## config.mk

```make
export PLATFORM = sky130hd
export DESIGN_NAME = mem_port_arbiter
export DESIGN_NICKNAME = d
export VERILOG_FILES = /design/src/rtl/mem_port_arbiter.sv
export SDC_FILE = /design/constraint.sdc
export NUM_CORES = 1
export LEC_CHECK = 0
export BUFFER_PORTS_ARGS = -buffer_cell sky130_fd_sc_hd__buf_2
export CELL_PAD_IN_SITES_DETAIL_PLACEMENT = 0
export CELL_PAD_IN_SITES_GLOBAL_PLACEMENT = 1
export CORE_UTILIZATION = 33
export CTS_CLUSTER_SIZE = 8
export DETAILED_ROUTE_END_ITERATION = 16
export HOLD_SLACK_MARGIN = 0.1
export PLACE_DENSITY_LB_ADDON = 0.1
export SLEW_MARGIN = 20
export SYNTH_ARGS = -nofsm -noshare
export SYNTH_HDL_FRONTEND = slang
export SYNTH_SLANG_ARGS = --single-unit
```

## constraint.sdc

```tcl
create_clock -name clk_i -period 1.7 [get_ports clk_i]
set_input_delay 0.255 -clock clk_i [delete_from_list [all_inputs] [get_ports clk_i]]
set_output_delay 0.255 -clock clk_i [all_outputs]
set_load 0.01 [all_outputs]
```

## src/rtl/mem_port_arbiter.sv

```systemverilog
// Shares one single-ported, variable-latency memory between instruction fetch and data access.
// Data has priority; a streak counter bounds fetch starvation and a watchdog aborts hung accesses.
module mem_port_arbiter #(
  parameter int MAX_D_STREAK = 4,
  parameter int TIMEOUT      = 255
) (
  input  logic        clk_i,
  input  logic        rst_ni,
  input  logic        if_req_i,
  input  logic [31:0] if_addr_i,
  output logic [31:0] if_rdata_o,
  output logic        if_ack_o,
  input  logic        dm_req_i,
  input  logic        dm_we_i,
  input  logic [31:0] dm_addr_i,
  input  logic [31:0] dm_wdata_i,
  output logic [31:0] dm_rdata_o,
  output logic        dm_ack_o,
  output logic        mem_req_o,
  output logic        mem_we_o,
  output logic [31:0] mem_addr_o,
  output logic [31:0] mem_wdata_o,
  input  logic [31:0] mem_rdata_i,
  input  logic        mem_ready_i,
  output logic        grant_dm_o,
  output logic        err_o
);

  localparam logic [1:0] IDLE   = 2'd0;
  localparam logic [1:0] I_BUSY = 2'd1;
  localparam logic [1:0] D_BUSY = 2'd2;
  localparam logic [1:0] RESP   = 2'd3;

  localparam int STREAK_W = $clog2(MAX_D_STREAK + 1);
  localparam int WD_W     = (TIMEOUT > 1) ? $clog2(TIMEOUT) : 1;
  localparam logic [STREAK_W-1:0] STREAK_MAX = STREAK_W'(MAX_D_STREAK);
  // The watchdog holds 0 in the first busy cycle, so TIMEOUT-1 marks the last allowed cycle.
  localparam logic [WD_W-1:0]     WD_LAST    = WD_W'(TIMEOUT - 1);

  logic [1:0]          state_reg, state_next;
  logic                owner_d_reg;
  logic [STREAK_W-1:0] streak_reg;
  logic [WD_W-1:0]     wd_reg;
  logic                mem_we_reg;
  logic [31:0]         mem_addr_reg;
  logic [31:0]         mem_wdata_reg;
  logic [31:0]         if_rdata_reg;
  logic [31:0]         dm_rdata_reg;
  logic                err_reg;

  logic        busy;
  logic        streak_full;
  logic        grant_d;
  logic        grant_i;
  logic        timeout;
  logic        done;
  logic [31:0] resp_data;

  assign busy        = (state_reg == I_BUSY) || (state_reg == D_BUSY);
  assign streak_full = (streak_reg == STREAK_MAX);
  assign grant_d     = (state_reg == IDLE) && dm_req_i && !(if_req_i && streak_full);
  assign grant_i     = (state_reg == IDLE) && !grant_d && if_req_i;
  // A ready arriving in the watchdog's last cycle wins over the abort.
  assign timeout     = busy && !mem_ready_i && (wd_reg == WD_LAST);
  assign done        = busy && (mem_ready_i || timeout);
  assign resp_data   = mem_ready_i ? mem_rdata_i : 32'h0;

  always_comb begin
    state_next = state_reg;
    case (state_reg)
      IDLE: begin
        if (grant_d) begin
          state_next = D_BUSY;
        end else if (grant_i) begin
          state_next = I_BUSY;
        end
      end
      I_BUSY, D_BUSY: begin
        if (done) begin
          state_next = RESP;
        end
      end
      default: state_next = IDLE;
    endcase
  end

  always_ff @(posedge clk_i or negedge rst_ni) begin
    if (!rst_ni) begin
      state_reg     <= IDLE;
      owner_d_reg   <= 1'b0;
      streak_reg    <= '0;
      wd_reg        <= '0;
      mem_we_reg    <= 1'b0;
      mem_addr_reg  <= 32'h0;
      mem_wdata_reg <= 32'h0;
      if_rdata_reg  <= 32'h0;
      dm_rdata_reg  <= 32'h0;
      err_reg       <= 1'b0;
    end else begin
      state_reg <= state_next;

      if (grant_d) begin
        owner_d_reg   <= 1'b1;
        mem_we_reg    <= dm_we_i;
        mem_addr_reg  <= dm_addr_i;
        mem_wdata_reg <= dm_wdata_i;
        if (!if_req_i) begin
          streak_reg <= '0;
        end else if (!streak_full) begin
          streak_reg <= streak_reg + 1'b1;
        end
      end else if (grant_i) begin
        owner_d_reg  <= 1'b0;
        mem_we_reg   <= 1'b0;
        mem_addr_reg <= if_addr_i;
        streak_reg   <= '0;
      end

      if (grant_d || grant_i) begin
        wd_reg <= '0;
      end else if (busy) begin
        wd_reg <= wd_reg + 1'b1;
      end

      // Stores never touch dm_rdata, even when aborted by the watchdog.
      if (done) begin
        if (!owner_d_reg) begin
          if_rdata_reg <= resp_data;
        end else if (!mem_we_reg) begin
          dm_rdata_reg <= resp_data;
        end
      end

      if (timeout) begin
        err_reg <= 1'b1;
      end
    end
  end

  assign mem_req_o   = busy;
  assign mem_we_o    = mem_we_reg;
  assign mem_addr_o  = mem_addr_reg;
  assign mem_wdata_o = mem_wdata_reg;
  assign if_rdata_o  = if_rdata_reg;
  assign dm_rdata_o  = dm_rdata_reg;
  assign if_ack_o    = (state_reg == RESP) && !owner_d_reg;
  assign dm_ack_o    = (state_reg == RESP) && owner_d_reg;
  assign grant_dm_o  = (state_reg == D_BUSY) || ((state_reg == RESP) && owner_d_reg);
  assign err_o       = err_reg;

endmodule

```

## After elaboration in Yosys (flattened, before gate mapping)

Cells that the tools add are included.

- $add $sub $neg: 2
- Equal/unequal tests: 8
- Mux-type cells: 16
- Bitwise gates (word level): 2
- Reduce and logical (&&, ||, !) cells: 26

Operator list:

| cell | number |
|---|---|
| $mux W32 | 3 |
| $mux W8 | 2 |
| $mux W3 | 4 |
| $logic_and A1 B1 Y1 | 10 |
| $add A8 B1 Y8 const B | 1 |
| $eq A8 B8 Y1 const B | 1 |
| $mux W2 | 3 |
| $ne A3 B3 Y1 const B | 2 |
| $reduce_and A2 Y1 | 3 |
| $eq A2 B2 Y1 const B | 2 |
| $logic_not A1 Y1 | 4 |
| $logic_or A1 B1 Y1 | 4 |
| $pmux W2 S2 | 1 |
| $reduce_bool A2 Y1 | 2 |
| $add A3 B1 Y3 const B | 1 |
| $eq A3 B3 Y1 const B | 1 |
| $mux W1 | 3 |
| $reduce_and A3 Y1 | 1 |
| $eq A2 B1 Y1 const B | 1 |
| $logic_not A2 Y1 | 1 |
| $ne A2 B2 Y1 const B | 1 |
| $not A1 Y1 | 2 |
| $reduce_or A2 Y1 | 1 |

- Register bits after elaboration: 144
- Input port bits: 134
- Output and inout port bits: 134
- Logic and storage cells: 64

## Logic depth before layout (Yosys ltp)

Gate-level depths: netlist of run 1.

- Word-level depth: 10
- Mapped depth: 8
- Gate-level depth less buffers: 6

## Least setup slack after synthesis of run 1

No wires, ideal clock.

- Path type: flip-flop to flip-flop
- From: register state_reg[0]
- To: register if_rdata_reg[10] (netlist: if_rdata_o[10])
- Setup time: 0.121 ns
- Arrival: 1.590 ns
- Data required time: 1.579 ns
- Setup slack: -0.011 ns
- Stages on the path, launching flop included: 8
- Buffers on the path: 2
- Period minus slack after synthesis: 1.711 ns
- Path through: dfrtp_1 -> inv_1 -> ha_1 -> nor2b_1 -> and2_1 -> clkbuf_1 -> buf_2 -> a22o_1

- Word-level cells in the longest chain between the ends: 7
- Elaborated cells on any way between the ends: 8
- Classes of those cells: eq/ne (2); reduce/logical (6)

Ends and longest elaborated chain:

| element | RTL line | text |
|---|---|---|
| start, declared | 40 | `logic [1:0] state_reg, state_next;` |
| start signal, assigned | 100 | `state_reg <= state_next;` |
| $eq A2 B1 Y1 or $eq A2 B2 Y1 (tied branches) | 59 | `assign busy = (state_reg == I_BUSY) \|\| (state_reg == D_BUSY);` |
| $logic_or A1 B1 Y1 (*) | 59 |  |
| named net mem_req_o | 19 | `output logic mem_req_o,` |
| $logic_and A1 B1 Y1 (2 in series) | 64 | `assign timeout = busy && !mem_ready_i && (wd_reg == WD_LAST);` |
| $logic_or A1 B1 Y1 | 65 | `assign done = busy && (mem_ready_i \|\| timeout);` |
| $logic_and A1 B1 Y1 (*) | 65 |  |
| $reduce_and A2 Y1 (no line) (*) | - |  |
| end signal, assigned | 128 | `if_rdata_reg <= resp_data;` |
| end, declared | 47 | `logic [31:0] if_rdata_reg;` |

Mark *: on every way through the listed nets, which the timed path passes. The rest lies on a longest branch.
A chain may end at the register's enable or synchronous reset.

## Worst setup path after layout of run 1

- From: register state_reg[1]
- To: output grant_dm_o

- Word-level cells in the longest chain between the ends: 3
- Elaborated cells on any way between the ends: 4
- Classes of those cells: eq/ne (2); reduce/logical (2)

Ends and longest elaborated chain:

| element | RTL line | text |
|---|---|---|
| $eq A2 B2 Y1 | 148 | `assign grant_dm_o = (state_reg == D_BUSY) \|\| ((state_reg == RESP) && owner_d_reg);` |
| $logic_and A1 B1 Y1 | 148 |  |
| $logic_or A1 B1 Y1 (*) | 148 |  |
| end, declared | 25 | `output logic grant_dm_o,` |

Every way passes the cells marked *; elsewhere a longest branch is shown, timed or not.

==> results of run 1 <==
cell families (layout without fill, tap and decap cells):
group / Yosys count / after routing / share of synthesized area
simple gates: 72 / 72 / 0.0553
compound gates: 115 / 115 / 0.141
mux: 65 / 65 / 0.136
fa+ha+maj: 8 / 8 / 0.0168
buf+inv: 37 / 425 / 0.0368
xor+xnor: 6 / 6 / 0.00883
flops: 144 / 144 / 0.605
routing by layer:
metal / part of all wire / vias to the layer above / routed length [µm] / track usage
met5: 0 / - / 0 / 0
met2: 0.50 / 175 / 8600 / 0.323
met1: 0.42 / 2431 / 7220 / 0.224
met4: 0.023 / 0 / 397 / 0.0809
met3: 0.053 / 27 / 913 / 0.0388
li1: - / 2356 / - / -
final cells by class:
cell class              count  area share
flip-flops and latches    144       0.387
repair buffers            390       0.289
multi-input cells         266       0.233
clock buffers              21      0.0495
well taps                 225      0.0303
clock inverters             9     0.00928
inverters                   5     0.00202
through the flow:
| step | std cells | power, mW | utilization | hold WS [ps] | TNS [ps] |
|---|---|---|---|---|---|
| after floorplan | 447 | 10.1 | - | -40.6 | 0 |
| after global placement | 924 | 12.8 | 0.438 | 224 | 0 |
| after detailed placement | 924 | 13.0 | 0.438 | 234 | 0 |
| after CTS | 1053 | 16.8 | 0.528 | 111 | -186 |
| after global routing | 1060 | 17.9 | 0.532 | 135 | -1170 |
| final | 1060 | 16.8 | 0.532 | 130 | -101 |
cells in the mapped netlist:
master | count | share of area
nand3_2 | 1 | 0.0017
buf_4 | 6 | 0.0076
clkbuf_1 | 5 | 0.0032
a211oi_1 | 1 | 0.0013
xnor2_1 | 2 | 0.0029
nor2_1 | 8 | 0.0050
mux2i_1 | 33 | 0.055
xor2_1 | 4 | 0.0059
o21ai_2 | 2 | 0.0029
inv_1 | 5 | 0.0032
and3_1 | 1 | 0.0011
nand2_1 | 43 | 0.027
o21ai_0 | 39 | 0.033
nor2b_1 | 4 | 0.0042
and3_4 | 1 | 0.0019
nand3_1 | 2 | 0.0017
dfrtp_1 | 144 | 0.61
or2_2 | 1 | 0.0011
or3_1 | 2 | 0.0021
mux2_4 | 31 | 0.078
buf_6 | 5 | 0.0095
ha_1 | 8 | 0.017
a32o_1 | 1 | 0.0017
nand2_2 | 1 | 0.0011
nand4_1 | 4 | 0.0042
a22o_1 | 64 | 0.094
and2_1 | 3 | 0.0032
a21o_1 | 3 | 0.0038
a21oi_1 | 3 | 0.0025
nor2_2 | 1 | 0.0011
o21bai_1 | 1 | 0.0013
buf_2 | 16 | 0.013
o22ai_1 | 1 | 0.0011
mux2_2 | 1 | 0.0019
worst max-delay path: cells and delay by family (launching register included):
kind | cells | cell delay [ps]
DFF | 1 | 390
and+or+nand+nor | 2 | 350
buffers and inverters | 2 | 250
adders and majority gates | 1 | 150
timing repair:
action	4_1_cts	5_1_grt
endpoints found under the hold margin	170	0
cloned	0	1
buffers inserted	1	6
endpoints found under the setup margin	2	68
pin swaps	0	2
hold buffers	98	0
gates resized for setup	7	4
report_power, final:
part	switching (mW)	leakage (nW)	internal, mW
clock network	1.39	0.253	2.07
registers	0.915	1.78	5.05
logic	3.52	2.80	3.82
worst min-delay path by stage:
stage                           endpoint  cells past startpoint
after floorplan            dm_rdata_o[0]                      0
after global placement    mem_addr_o[26]                      1
after detailed placement  mem_addr_o[26]                      1
after CTS                  mem_addr_o[6]                      3
after global routing       mem_addr_o[6]                      3
final                      mem_addr_o[6]                      3
==> flow_summary.json, run 1 <==
{
  "outcome": "finished, violations left",
  "violations": "negative setup slack",
  "area_growth_pct": 56.2,
  "seq_area_frac_synth": 0.605,
  "path_clk_slew_ps": 60,
  "min_period_over_period": 1.06,
  "synth.distinct_cells": 34,
  "cts_buffers": 17,
  "rrSetupSlack_ps": 30,
  "drt_iter0_markers": 189,
  "layout_common_cells": "buf_2, dfrtp_1, dlygate4sd3_1",
  "htree_levels": 4,
  "drt_wl_total_um": 17100,
  "synth_area_um2": 5950,
  "dieArea_um2": 18600,
  "grt_pass1_wl_um": 26400,
  "drc": 0,
  "drv_cap": 0,
  "r2r_cells": 6,
  "fin_crit_ps": 1800,
  "cp_slowest_stage_delay_ps": 390,
  "worstMarginPinSlew_ps": 499,
  "fmax_mhz": 555,
  "netlist_instances": 447,
  "die_w_um": 136,
  "drive_gt1_frac": 0.436,
  "ys_ff_latch": 144,
  "grt_pass1_vias": 5260,
  "cp_cell_sequence": "buf_6, ha_4, and2_4, or2_4, buf_6",
  "final_common_cell": "buf_2",
  "clk_latency_ps": 410,
  "clock-sinks": 144,
  "cpMaxStageDelayCell": "dfrtp_1",
  "detailroute.via_count": 4989,
  "grt_max_degree": 64,
  "pre_cts_ws_ps": 62.6,
  "wl_per_cell_um": 16.2,
  "power_density_nw_per_um2": 1800,
  "n_antenna_cell": 0,
  "slew_viol_final": 0,
  "avgSynthCellArea_um2": 13.3,
  "multiInputGateArea_um2": 2170,
  "cp.required_ps": 1440,
  "hold_viol_final": 0,
  "seqCellArea_um2": 3600,
  "postLayoutCellArea_um2": 9300,
  "cp_common_cell": "buf_6",
  "critPathKind": "register to primary output",
  "final-setup-viol-count": 1,
  "die_h_um": 136,
  "final_nets": 966,
  "critPathLaunch": "state_reg[1]",
  "viasPerCell": 4.71,
  "cp-endpoint": "grant_dm_o",
  "worstPathMaxFanout": 3,
  "nFillCells": 1525,
  "cts_root_buf": "clkbuf_16",
  "rr_endpoint": "if_rdata_o[18]",
  "clock_skew_ps": 9.00,
  "antenna_found_initial": 1,
  "ant_nets": 0,
  "max-vdd-ir-drop_v": 0.000974,
  "leakagePower_nw": 4.84,
  "rsz0062_at_grt": "true",
  "dpl_cell_area_um2": 7650,
  "start_util": 0.341,
  "grt_overflow": 0,
  "clk_path_buf_depth": 2,
  "start_kind": "register",
  "reg2reg_from": "state_reg[1]",
  "ys_warn_count": 0,
  "cts_tree": "yes",
  "core_um2": 17500,
  "dpl.hpwl_um": 11600,
  "endpoint_kind": "primary output",
  "min_path_type": "input port to register",
  "ioPinCount": 268,
  "placementRows": 48,
  "portBuffers": 267,
  "grt.total_usage": 0.187,
  "slew_headroom": 0.667,
  "min-delay-start": "if_addr_i[6]",
  "first_pass_iters": 4,
  "cp.arrival_ps": 1550,
  "synth_nets": 589,
  "setup_slack_ps": -101,
  "place_congestion": 0.741
}
Power figures use the tool's default switching activity.
==> run 2: changes to the inputs <==
Settings changed: TNS_END_PERCENT set to 5.
==> flow_summary.json, run 2 (same netlist as run 1, synthesis figures left out) <==
{
  "outcome": "finished, violations left",
  "violations": "negative setup slack",
  "min_to": "mem_addr_o[6]",
  "first_pass_iters": 4,
  "die_w_um": 136,
  "route.met3.wl_um": 903,
  "htree_levels": 4,
  "ioPinCount": 268,
  "clk_path_buf_depth": 2,
  "core_um2": 17500,
  "drt_wl_total_um": 17100,
  "fin_hold_ws_ps": 132,
  "critPathKind": "register to primary output",
  "cp_cell_sequence": "buf_6, ha_4, and2_4, or2_4, buf_6",
  "area_growth_pct": 55.8,
  "wl_per_cell_um": 16.1,
  "rrSetupSlack_ps": 30,
  "grt_pass1_wl_um": 26400,
  "rr_endpoint": "if_rdata_o[18]",
  "path_clk_slew_ps": 60,
  "dr_wl_met2_um": 8570,
  "final_nets": 962,
  "power_density_nw_per_um2": 1810,
  "r2r_cells": 6,
  "grt_pass1_vias": 5260,
  "portBuffers": 267,
  "viasPerCell": 4.71,
  "cp_slowest_stage_delay_ps": 390,
  "highest_layer": "met4",
  "drive_gt1_frac": 0.433,
  "min_path_type": "input port to register",
  "endpoint_kind": "primary output",
  "tns_ps": -100,
  "reg2reg_from": "state_reg[1]",
  "cts_root_buf": "clkbuf_16",
  "cp.required_ps": 1440,
  "hold_viol_final": 0,
  "min_period_over_period": 1.06,
  "start_util": 0.341,
  "min-delay-start": "if_addr_i[6]",
  "dieArea_um2": 18600,
  "grt_overflow": 0,
  "drt_iter0_markers": 186,
  "placementRows": 48,
  "fin_crit_ps": 1800,
  "layout_common_cells": "buf_2, dfrtp_1, dlygate4sd3_1",
  "grt_max_degree": 64,
  "worstMarginPinSlew_ps": 496,
  "die_h_um": 136,
  "grt.total_usage": 0.187,
  "slew_headroom": 0.670,
  "cpMaxStageDelayCell": "dfrtp_1",
  "start_kind": "register",
  "detailroute.via_count": 4977,
  "rsz0062_at_grt": "true",
  "ant_nets": 0,
  "drc": 0,
  "worstPathMaxFanout": 3,
  "leakagePower_nw": 4.82,
  "final_common_cell": "buf_2",
  "cts_tree": "yes",
  "nFillCells": 1525,
  "n_antenna_cell": 0,
  "fmax_mhz": 555,
  "final-setup-viol-count": 1,
  "setup_slack_ps": -100,
  "slew_viol_final": 0,
  "clk_latency_ps": 410,
  "max-vdd-ir-drop_v": 0.000974,
  "antenna_found_initial": 1,
  "place_congestion": 0.741,
  "dpl.hpwl_um": 11600,
  "clock-sinks": 144,
  "min_delay_path_depth": 3,
  "cp.arrival_ps": 1550,
  "met1_length_um": 7180,
  "drv_cap": 0,
  "clock_skew_ps": 8.31,
  "cp_common_cell": "buf_6",
  "cts_buffers": 17
}
[run 2: area by class of cell]
class,count,area (µm²),area share
Clock buffer,21,460,0.0496
Multi-Input combinational cell,266,2170,0.234
Clock inverter,9,86.3,0.00931
Tap cell,225,282,0.0304
Sequential cell,144,3600,0.389
Timing Repair Buffer,386,2650,0.286
Inverter,5,18.8,0.00202
[run 2: per-layer routing]
layer  up-vias  global-route usage
met5         -                   0
li1       2349                   -
met2       169               0.323
met4         0              0.0809
met3        29              0.0388
met1      2430               0.224
[run 2: worst max path at each step]
stage	to	slack [ps]	start
detailed placement	if_rdata_o[18]	60	state_reg[0]
global route	grant_dm_o	-160	state_reg[1]
finish	grant_dm_o	-100	state_reg[1]
global placement	if_rdata_o[20]	100	state_reg[0]
CTS	grant_dm_o	-120	state_reg[1]
floorplan	mem_wdata_o[0]	20	state_reg[0]
[run 2: report_power, final]
group	internal, mW	switching, mW
Sequential	5.05	0.922
Clock	2.07	1.38
Combinational	3.81	3.51
[run 2: repair_timing]
action	CTS	global route
endpoints found under the hold margin	170	0
gates cloned	0	1
hold buffers	98	0
pin swaps	0	2
gates resized for setup	7	5
buffers inserted	1	2
setup endpoints to repair	2	68
[run 2: worst max-delay path, delay by kind of cell (launching register included)]
kind | cells | cell delay [ps]
adders and majority gates | 1 | 150
buffers and inverters | 2 | 250
DFF | 1 | 390
and+or+nand+nor | 2 | 350
[run 2: stage by stage]
| stage | util | setup WS [ps] | std cells | power (mW) | area [µm²] |
|---|---|---|---|---|---|
| floorplan | - | 24.8 | 447 | 10.1 | 5970 |
| global placement | 0.438 | 104 | 924 | 12.8 | 7650 |
| detailed placement | 0.438 | 62.6 | 924 | 13.0 | 7650 |
| CTS | 0.528 | -123 | 1053 | 16.8 | 9220 |
| global route | 0.531 | -161 | 1056 | 17.9 | 9270 |
| finish | 0.531 | -100 | 1056 | 16.7 | 9270 |
